## src/rtl/countdown_timer.sv

```systemverilog
// Loadable down-counter with optional prescaler, pause/abort control,
// auto-reload and a one-cycle done pulse at terminal count.
module countdown_timer #(
  parameter int WIDTH    = 4,
  parameter int PRESCALE = 1
) (
  input  logic             clk,
  input  logic             rst,
  input  logic [WIDTH-1:0] load_val,
  input  logic             start,
  input  logic             pause,
  input  logic             abort,
  input  logic             auto_reload,
  output logic [WIDTH-1:0] count,
  output logic             busy,
  output logic             done
);
  localparam int            PW   = (PRESCALE > 1) ? $clog2(PRESCALE) : 1;
  localparam logic [PW-1:0] PMAX = PW'(PRESCALE - 1);

  typedef enum logic [1:0] {IDLE, RUN, HOLD} state_t;

  state_t           state, state_n;
  logic [WIDTH-1:0] count_n, reload, reload_n;
  logic [PW-1:0]    presc, presc_n;
  logic             done_n, tick;

  always_ff @(posedge clk or posedge rst) begin
    if (rst) begin
      state  <= IDLE;
      count  <= '0;
      reload <= '0;
      presc  <= '0;
      done   <= 1'b0;
    end else begin
      state  <= state_n;
      count  <= count_n;
      reload <= reload_n;
      presc  <= presc_n;
      done   <= done_n;
    end
  end

  assign busy = (state != IDLE);
  assign tick = (presc == PMAX);

  always_comb begin
    state_n  = state;
    count_n  = count;
    reload_n = reload;
    presc_n  = presc;
    done_n   = 1'b0;
    if (abort) begin
      state_n = IDLE;
      count_n = '0;
      presc_n = '0;
    end else begin
      case (state)
        IDLE: begin
          if (start) begin
            if (load_val != '0) begin
              count_n  = load_val;
              reload_n = load_val;
              presc_n  = '0;
              state_n  = RUN;
            end else begin
              done_n = 1'b1;
            end
          end
        end
        RUN, HOLD: begin
          // Leaving HOLD counts in the same edge, so each paused edge costs one cycle.
          if (pause) begin
            state_n = HOLD;
          end else begin
            state_n = RUN;
            presc_n = tick ? '0 : presc + PW'(1);
            if (tick) begin
              if (count == WIDTH'(1)) begin
                done_n = 1'b1;
                if (auto_reload) begin
                  count_n = reload;
                end else begin
                  count_n = '0;
                  state_n = IDLE;
                end
              end else begin
                count_n = count - WIDTH'(1);
              end
            end
          end
        end
        default: state_n = IDLE;
      endcase
    end
  end
endmodule

```

## config.mk

```make
export PLATFORM = sky130hd
export DESIGN_NAME = countdown_timer
export DESIGN_NICKNAME = d
export VERILOG_FILES = /design/src/rtl/countdown_timer.sv
export SDC_FILE = /design/constraint.sdc
export NUM_CORES = 1
export LEC_CHECK = 0
export BUFFER_PORTS_ARGS = -buffer_cell sky130_fd_sc_hd__buf_4
export CAP_MARGIN = 20
export CORE_MARGIN = 10
export CORE_UTILIZATION = 52
export DETAILED_ROUTE_END_ITERATION = 8
export PLACE_DENSITY = 0.76
export SETUP_SLACK_MARGIN = 0.3
export SKIP_LAST_GASP = 1
export SYNTH_ARGS = -nofsm -noshare
export SYNTH_HDL_FRONTEND = slang
export SYNTH_SLANG_ARGS = --single-unit
```

## constraint.sdc

```tcl
create_clock -name clk -period 1.7 [get_ports clk]
set_input_delay 0.17 -clock clk [delete_from_list [all_inputs] [get_ports clk]]
set_output_delay 0.17 -clock clk [all_outputs]
set_load 0.05 [all_outputs]
```

## Word level (Yosys, flattened, before mapping)

Index checks and enable logic that the tools add are counted.

| storage, ports and cells | value |
|---|---|
| register bits after elaboration | 12 |
| bits in latches | 0 |
| bits in writable memories | 0 |
| bits in read-only memories | 0 |
| input bits | 10 |
| output and inout port bits | 6 |
| logic and storage cells | 53 |
| memories kept | 0 |

| operators by class | value |
|---|---|
| add/subtract/negate cells | 2 |
| multiply operators | 0 |
| div/mod/pow operators | 0 |
| magnitude comparators | 0 |
| equality and inequality tests | 7 |
| shifts and indexed selects | 0 |
| mux-type cells | 29 |
| bitwise operators | 1 |
| reductions and logical operators | 9 |

Operators by type and width:

| kind | number |
|---|---|
| 2-to-1 mux 4 bit | 7 |
| 2-to-1 mux 1 bit | 14 |
| inequality test 3 bit (second input constant) | 4 |
| 2-to-1 mux 2 bit | 4 |
| case mux 4 bit (2 select lines) | 1 |
| AND reduction 4 bit | 2 |
| AND reduction 5 bit | 1 |
| equality test 4 x 1 -> 1 bit (second input constant) | 1 |
| case mux 1 bit (2 select lines) | 2 |
| case mux 2 bit (2 select lines) | 1 |
| nonzero test 4 bit | 1 |
| subtractor 4 x 1 -> 4 bit (second input constant) | 1 |
| nonzero test 3 bit | 1 |
| equality test 2 x 1 -> 1 bit (second input constant) | 1 |
| equality test 2 bit (second input constant) | 1 |
| logical NOT 2 bit | 1 |
| AND reduction 2 bit | 1 |
| nonzero test 2 bit | 1 |
| OR reduction 2 bit | 1 |
| adder 1 bit (second input constant) | 1 |
| NOT 1 bit | 1 |

## Longest topological paths before layout

Gate-level depths: netlist of the first run.

| logic depth | value |
|---|---|
| depth after elaboration | 6 |
| mapped depth | 7 |
| depth with buffers taken out | 6 |

## Worst setup path after synthesis of the first run

No wires, ideal clock.

| path | value |
|---|---|
| path kind | register to register |
| start | reg count[1] |
| end | reg count[2] |
| setup time | 0.124 ns |
| arrival | 1.751 ns |
| data required time | 1.576 ns |
| setup slack | -0.175 ns |
| stages on the path, launching flop included | 7 |
| path buffers | 0 |
| period minus slack after synthesis | 1.875 ns |
| cell sequence | dfrtp_1 -> inv_1 -> ha_1 -> nor3b_2 -> a221o_1 -> a31oi_1 -> a21oi_1 |

| on the way | value |
|---|---|
| word-level cells in the longest chain between the ends | 6 |
| elaborated cells between the ends (all ways) | 7 |
| those cells by class | 1 x add/sub; 1 x eq/ne; 5 x mux |

RTL lines:

| element | line | text |
|---|---|---|
| start: declaration | 14 | `output logic [WIDTH-1:0] count,` |
| start signal: assignment | 37 | `count <= count_n;` |
| subtractor 4 x 1 -> 4 bit / equality test 4 x 1 -> 1 bit (equally long branches) | 88, 79 |  |
| 2-to-1 mux 4 bit (*) | 79 | `if (count == WIDTH'(1)) begin` |
| 2-to-1 mux 4 bit (*) | 78 | `if (tick) begin` |
| 2-to-1 mux 4 bit (*) | 73 | `if (pause) begin` |
| case mux 4 bit (2 select lines) (*) | 58 | `case (state)` |
| 2-to-1 mux 4 bit (*) | 53 | `if (abort) begin` |

Every way passes the cells marked *; elsewhere a longest branch is shown, timed or not. The select of a mux whose other input is x is not followed.
A chain may end at the register's enable or synchronous reset.

## Worst setup path in the final report of the first run

| path | value |
|---|---|
| start | reg count[0] |
| end | reg count[3] |

Same word-level chain as after synthesis.

==> results summary, run 1 <==
The sum of net half-perimeters after detailed placement came out at approximately 1500 microns. The number of global-route vias before repair is between 700 and 800. Of the synthesized area, sequential elements account for 0.361. The count of pins on the block boundary is 16. The number of antenna violations at the first check in global routing is 0.

The number of diodes added for antenna fixing came out at 0. After detailed routing, the average wire length per cell comes to 21.7 microns. The setup slack at placement came out at 80.4 ps. Power spread over the standard cell area amounts to 1530 mW/mm^2. Buffers inserted during clock tree synthesis total 3.

The peak supply drop is 982 uV. The number of remaining DRC errors is 0. At the pin with the least slew margin, the transition time is 723 ps.

The clock period minus final worst setup slack is around 1700 ps. Yosys printed 0 warnings. The cell at the root of the clock tree is clkbuf_4. The number of endpoints failing setup at the final stage is 1. The width of the die is between 50 and 60 microns. In the detailed route, the total length drawn on met2 is roughly 1300 microns. The worst clock skew came out at roughly 3.1 ps.

The run finished, with violations left. The floorplan step defined a die boundary enclosing 0.00340 sq mm. The highest clock frequency the design can meet is approximately 0.57 GHz. The standard-cell row count came out at 13. The overall via count from detail_route came out at 828. The net switching power figure came out at 809 uW. Synthesis produced a netlist whose cell count is about 80.

The area of all placed cells without fillers is 0.00118 sq mm. The synthesized design contains 11 register bits. The clock transition at the register clock pins on the worst setup and hold paths after CTS is approximately 70 ps. The growth of design area from synthesis to finish is 54.6%. The total cell area at the placement stage is around 930 sq um. The signal arrival time at the worst endpoint came out at about 1900 ps. The required time of the critical path is approximately 1900 ps. The tool flagged a number of max-cap violations equal to 0.

The CTS sink count came out at 11. The internal power of the cells is ~1 mW. The clock network latency to the later pin of the worst-skew pair came out at 280 ps.

The kind of critical path is flip-flop to flip-flop. The share of total power in sequential cells came out at 0.235. The hold violation count in the final report was 0. The H-tree depth came out at 1.

Routed signal wires occupy layers up through met4. The proportion of total power due to net switching is 0.447. The overall routing resource usage is 0.143.

The number of slew-limit violations in the final report is 0. In the final routing, the length of wire on met1 measures about 1100 microns. The maximum count of clock buffers along a single path came out at 2. For the final routed database, the setup TNS stands at -40.4 ps. The starting density of the core is 0.565. The synthesized net count came out at slightly above 90.

The share of the cycle needed by the critical path after routing is 1.02. Entering global routing, the biggest net connects 13 pins. The number of vias per cell is 6.47. The count of input and output buffers is 15. The final routed wirelength across all metal layers is 2780 microns.

The combinational power share is 0.659. The proportion of power drawn by the clock network is 0.105. Once layout is complete, the utilization of the core stands at 0.874.

The routability congestion estimate from global placement came out at roughly 0.87. The die span in y came out at 58.3 microns. The final reports fail on negative setup slack. The post-synthesis area per instance is roughly 9.8 sq um. In the detailed route, the total length drawn on met3 is ~190 microns. The total overflow reported by the global router is 0. The number of fill cells in the layout came out at just under 70. The count of nets left with antenna violations once routing finished came out at 0. The worst slew margin relative to its limit came out at 0.513. The kind of launch point of the worst setup path is a flip-flop. The detailed router finished its first iteration with 31 violations. The global-route wire length before repair is roughly 3800 microns. The worst-case setup margin in the final layout came out at -40.4 ps. The synthesized netlist occupies a cell area of 763 sq um. The total power is between 1.5 and 2 mW.

The standard cell core area is between 0.001 and 0.0015 sq mm. The worst hold path belongs to the class input port to flip-flop. The first-pass iteration count of the detailed router came out at 4. The worst setup path is captured at a flip-flop.

The total number of nets in the final design is between 100 and 150. The proportion of layout cells with a drive suffix above 1 is 0.540. The number of unique standard cell types used by synthesis is 35. TritonCTS built the clock tree. The static power due to leakage came out at between 0.5 and 0.6 nW. The peak fanout along the critical path is 4. Setup repair after global routing could not meet its margin everywhere.
[power groups by stage]
stage / Sequential, mW / Combinational [mW] / Clock [mW]
after floorplan: 0.534 / 0.486 / 0
after global placement: 0.435 / 0.799 / 0
after detailed placement: 0.436 / 0.811 / 0
after CTS: 0.422 / 0.976 / 0.184
after global routing: 0.435 / 1.26 / 0.202
final: 0.426 / 1.19 / 0.190
[sequential cells by signal (all words and copies together), names as in the netlist]
name    flops
count       4
state       2
done        1
reload      4
[path summary, 6_finish.rpt]
kind / from / to / slack [ps] / cells after the start
setup / recovery: count[0]$_DFFE_PP0P_ / count[3]$_DFFE_PP0P_ / -40 / 7
hold / removal: abort / state[1]$_DFFE_PP0P_ / 170 / 2
setup reg to reg: count[0]$_DFFE_PP0P_ / count[3]$_DFFE_PP0P_ / -40 / 7
hold reg to reg: reload[2]$_DFFE_PP0P_ / reload[2]$_DFFE_PP0P_ / 510 / 1
max in group asynchronous: rst / count[0]$_DFFE_PP0P_ / 900 / 3
min in group asynchronous: rst / count[1]$_DFFE_PP0P_ / 450 / 3
[cell usage after synthesis]
cell type   n  area share
nor2_1      4       0.020
nand4b_1    2       0.023
ha_1        4       0.066
a21oi_1     5       0.033
a221o_1     1       0.013
a31oi_1     1      0.0082
mux2i_1     2       0.026
o32ai_1     2       0.023
buf_2       1      0.0066
nor3_2      1       0.013
dfrtp_1    11        0.36
a311oi_1    1       0.011
a22oi_1     2       0.020
nor3_1      1      0.0066
a2bb2oi_2   1       0.020
mux2_2      4       0.059
a21o_1      1      0.0098
clkbuf_2    1      0.0066
nor3b_2     1       0.016
o21ai_0     1      0.0066
o41ai_1     1       0.011
nor4_1      1      0.0082
inv_1       8       0.039
and2b_2     1       0.011
nand2b_1    4       0.033
and2_1      1      0.0082
nor2b_1     2       0.016
o21bai_1    1      0.0098
or3_1       1      0.0082
a32oi_1     1       0.011
nand2_1     6       0.030
o2111ai_1   1       0.011
o41ai_4     1       0.036
and2_2      1      0.0098
nand2_2     1      0.0082
[cell type report]
class / count / area (sq um) / share of cell area
clock buffer: 4 / 26.3 / 0.0223
inverter: 8 / 32.5 / 0.0276
multi-input combinational: 57 / 556 / 0.471
sequential: 11 / 278 / 0.235
tap: 15 / 18.8 / 0.0159
timing repair buffer: 33 / 269 / 0.228
[layer usage]
layer	track usage	up-vias
met5	0	-
met4	0.0705	0
met3	0.0322	20
met2	0.238	48
met1	0.167	403
li1	-	357
[logic make-up (layout without fill, tap and decap cells)]
| kind of cell | count (synthesis) | in the layout | synth area share |
|---|---|---|---|
| buf+inv | 10 | 45 | 0.0524 |
| mux | 6 | 6 | 0.0852 |
| simple gates | 27 | 27 | 0.211 |
| compound gates | 20 | 20 | 0.225 |
| flops | 11 | 11 | 0.361 |
| fa+ha+maj | 4 | 4 | 0.0656 |
[layout by cell type, fill, tap and decap left out, types with 2 or more instances in the layout]
cell type  count
nor2_1         4
mux2i_1        2
buf_4         28
nand4b_1       2
a21oi_1        4
nand2b_1       4
clkbuf_4       3
a22oi_1        2
dfrtp_1        9
mux2_4         4
nor2b_1        2
inv_2          4
ha_4           3
nand2_1        5
o32ai_1        2
buf_6          3
dfrtp_2        2
inv_1          3
[critical path, stage by stage (launching register included)]
cell,delay [ps]
dfrtp_2,440
buf_6,130
ha_4,150
buf_4,120
buf_4,130
a21oi_1,120
o2111ai_1,150
a311oi_1,380
[repair_timing]
action | 4_1_cts | 5_1_grt
endpoints found under the hold margin | 11 | 0
resized for setup | 11 | 11
endpoints found under the setup margin | 9 | 11
pin swaps | 5 | 6
hold buffers | 1 | 0
setup buffers | 10 | 5
[through the flow]
step | hold slack, ps | std cells
after global routing | 179 | 128
after CTS | 165 | 123
after detailed placement | 197 | 108
after global placement | 196 | 108
after floorplan | 22.3 | 78
final | 171 | 128
No activity file was read; power rests on OpenSTA's default activity.
==> run 2: changes to the inputs <==
--- a/config.mk
+++ b/config.mk
@@ -8,9 +8,9 @@
 export BUFFER_PORTS_ARGS = -buffer_cell sky130_fd_sc_hd__buf_4
 export CAP_MARGIN = 20
 export CORE_MARGIN = 10
-export CORE_UTILIZATION = 52
+export CORE_UTILIZATION = 50
 export DETAILED_ROUTE_END_ITERATION = 8
-export PLACE_DENSITY = 0.76
+export PLACE_DENSITY = 0.74
 export SETUP_SLACK_MARGIN = 0.3
 export SKIP_LAST_GASP = 1
 export SYNTH_ARGS = -nofsm -noshare
==> run 2 against run 1 <==
Against the previous run: the run now ends clean; final cell count is 1.6% higher; worst setup slack better by 64 ps; core utilization is 5.8 points lower; critical path depth is 1 lower; combinational power hardly changed; non-clock buffer count is 1 higher; routed wire length is 7.1% lower; sequential share of layout area is 0.42 points lower; highest routed layer unchanged.
==> results summary, run 2 (synthesis gave the netlist of run 1 again) <==
The starting density of the core came to 0.519 (was 0.565). The instance count after placement with tap cells included came out at 108 (unchanged). The hold violation count in the final report came out at 0 (unchanged). The count of pins on the block boundary is 16 (unchanged). The number of endpoints failing setup at the final stage came to 0 (was 1). The CTS sink count came to 11 (unchanged). The end of the worst register-to-register path is count[0]$_DFFE_PP0P_ (was count[3]$_DFFE_PP0P_). The total power was 1.82 mW (was 1.81 mW). The static power due to leakage is 0.547 nW (was 0.533 nW).

The growth of design area from synthesis to finish came out at 57.4% (was 54.6%). Leading registers by flop count: count x4, reload x4, state x2 (unchanged). The H-tree depth is 1 (unchanged).

Commonest non-fill, non-tap cells in the layout: buf_4 (30), dfrtp_1 (9), nand2_1 (5) (was buf_4 (28), dfrtp_1 (9), nand2_1 (5)). The peak supply drop is 1060 uV (was 982 uV). RSZ-0062 raised after global routing: yes (unchanged). The overall via count from detail_route came to 809 (was 828). The number of vias per cell came out at 6.22 (was 6.47). The number of slew-limit violations in the final report was 0 (unchanged). The number of antenna violations at the first check in global routing was 0 (unchanged).

The endpoint class of the critical path is a flip-flop (unchanged). The total number of nets in the final design came out at 129 (was 128). The number of global-route vias before repair is 810 (was 786). The clock transition at the register clock pins on the worst setup and hold paths after CTS came out at 80 ps (was 70 ps). The CTS tree is built (unchanged). The slew at the pin with the worst max-slew slack came out at 881 ps (was 723 ps). The kind of critical path is flip-flop to flip-flop (unchanged). The overall routing resource usage came to 0.141 (was 0.143). The global-route wire length before repair is 3830 microns (was 3790 microns). The required time of the critical path came out at 1880 ps (was 1860 ps). The standard cell core area came out at 0.00147 sq mm (was 0.00135 sq mm). The number of diodes added for antenna fixing is 0 (unchanged). The fraction of the core area covered by cells at the end of the flow is 0.816 (was 0.874).

The peak fanout along the critical path was 4 (unchanged). The final sum of negative setup slack came out at 0 ps (was -40.4 ps). The width of the die came out at 59.1 microns (was 58.3 microns). The final routed wirelength across all metal layers came out at 2580 microns (was 2780 microns).

The maximum count of clock buffers along a single path came to 2 (unchanged). The maximum number of pins on one net before global-route repair came to 13 (unchanged). The routability congestion estimate from global placement came to 0.822 (was 0.874). The worst slew margin relative to its limit came out at 0.407 (was 0.513). The clock period minus final worst setup slack is 1680 ps (was 1740 ps). The filler-free cell count of the finished design was 130 (was 128). The setup slack of the worst register-to-register path was 20 ps (was -40 ps). The cell at the root of the clock tree is clkbuf_4 (unchanged). The first-pass iteration count of the detailed router is 4 (unchanged). The number of violations of the max-capacitance limit came out at 0 (unchanged).

The highest clock frequency the design can meet is 0.597 GHz (was 0.575 GHz). The critical register-to-register path startpoint is count[1]$_DFFE_PP0P_ (was count[0]$_DFFE_PP0P_). The standard-cell row count came to 14 (was 13). The clock network latency to the later pin of the worst-skew pair came to 290 ps (was 280 ps). The number of clock buffers inserted by TritonCTS is 3 (unchanged). The worst clock skew was 1.94 ps (was 3.11 ps). The remaining antenna violation count was 0 (unchanged). The sum of net half-perimeters after detailed placement is 1440 microns (was 1500 microns). The die span in y came out at 59.1 microns (was 58.3 microns). The area of all placed cells without fillers is 0.00120 sq mm (was 0.00118 sq mm). The total overflow reported by the global router came out at 0 (unchanged). Status: completed (was finished, violations left). The share of the cycle needed by the critical path after routing was 0.986 (was 1.02). The power density normalized to cell area is 1510 mW/mm^2 (was 1530 mW/mm^2). The final routed wire length divided by cell count is 19.8 microns (was 21.7 microns).

The launch point of the worst hold path was abort (unchanged). The number of remaining DRC errors came out at 0 (unchanged). The overall die area came out at 0.00349 sq mm (was 0.00340 sq mm). The kind of launch point of the worst setup path is a flip-flop (unchanged). The most frequent standard cell in the layout excluding fill and tap cells is buf_4 (unchanged). The type of the worst min-delay path was input port to flip-flop (unchanged). The number of cells on the worst reg-to-reg path came out at 6 (was 7). The count of input and output buffers came out at 15 (unchanged). The proportion of layout cells with a drive suffix above 1 came out at 0.570 (was 0.540). The total cell area at the placement stage came out at 927 sq um (was 933 sq um). The number of cells traversed by the worst hold path is 2 (unchanged).

The signal arrival time at the worst endpoint was 1860 ps (was 1900 ps). The iteration-0 DRC count of the detailed router is 29 (was 31). The terminating pin of the worst hold path is state[1]$_DFFE_PP0P_ (unchanged).
==> run 2: cell count changes in the layout (fill, tap and decap cells not counted), sizes merged <==
| cell | change |
|---|---|
| buf | +1 |
==> run 2: worst max-delay path, stage by stage (launching register included) <==
cell	delay [ps]
dfrtp_2	420
inv_2	80
ha_4	130
nor3b_4	300
mux2i_1	230
a22oi_1	130
o32ai_2	300
==> run 2: layout make-up <==
class | count | area, sq um
inverter | 8 | 32.5
multi-input combinational | 57 | 572
timing repair buffer | 34 | 273
tap | 16 | 20.0
fill | 82 | 270
clock buffer | 4 | 26.3
sequential | 11 | 278
==> run 2: worst max-delay path by stage <==
| stage | endpoint | slack, ps | cells past startpoint | startpoint |
|---|---|---|---|---|
| after floorplan | count[2]$_DFFE_PP0P_ | 80 | 6 | count[1]$_DFFE_PP0P_ |
| after global placement | count[1]$_DFFE_PP0P_ | 70 | 6 | count[1]$_DFFE_PP0P_ |
| after detailed placement | count[3]$_DFFE_PP0P_ | 20 | 6 | state[0]$_DFFE_PP0P_ |
| after CTS | count[1]$_DFFE_PP0P_ | 90 | 6 | count[1]$_DFFE_PP0P_ |
| after global routing | count[0]$_DFFE_PP0P_ | -70 | 6 | count[1]$_DFFE_PP0P_ |
| final | count[0]$_DFFE_PP0P_ | 20 | 6 | count[1]$_DFFE_PP0P_ |
==> run 2: timing repair <==
item | 4_1_cts | 5_1_grt
pin swaps | 3 | 10
endpoints found under the setup margin | 10 | 11
hold buffers | 1 | 0
endpoints found under the hold margin | 11 | 0
setup buffers | 10 | 7
resized for setup | 9 | 15
==> run 2: metrics by stage <==
step | worst slack, ps | hold slack [ps]
2_1_floorplan | 76.8 | 22.3
3_3_place_gp | 73.9 | 198
3_5_place_dp | 15.5 | 198
4_1_cts | 93.7 | 137
5_1_grt | -70.4 | 179
6_report | 23.7 | 167
==> run 2: routing by layer <==
layer | part of all wire | GRT usage
met5 | 0 | 0
met4 | 0.050 | 0.102
met3 | 0.069 | 0.0322
met2 | 0.49 | 0.219
met1 | 0.39 | 0.164
==> run 2: power breakdown <==
group	internal [mW]	total (mW)	leakage (nW)	switching (mW)
clock network	0.0914	0.200	0.0150	0.108
registers	0.344	0.431	0.138	0.0871
logic	0.585	1.19	0.394	0.602
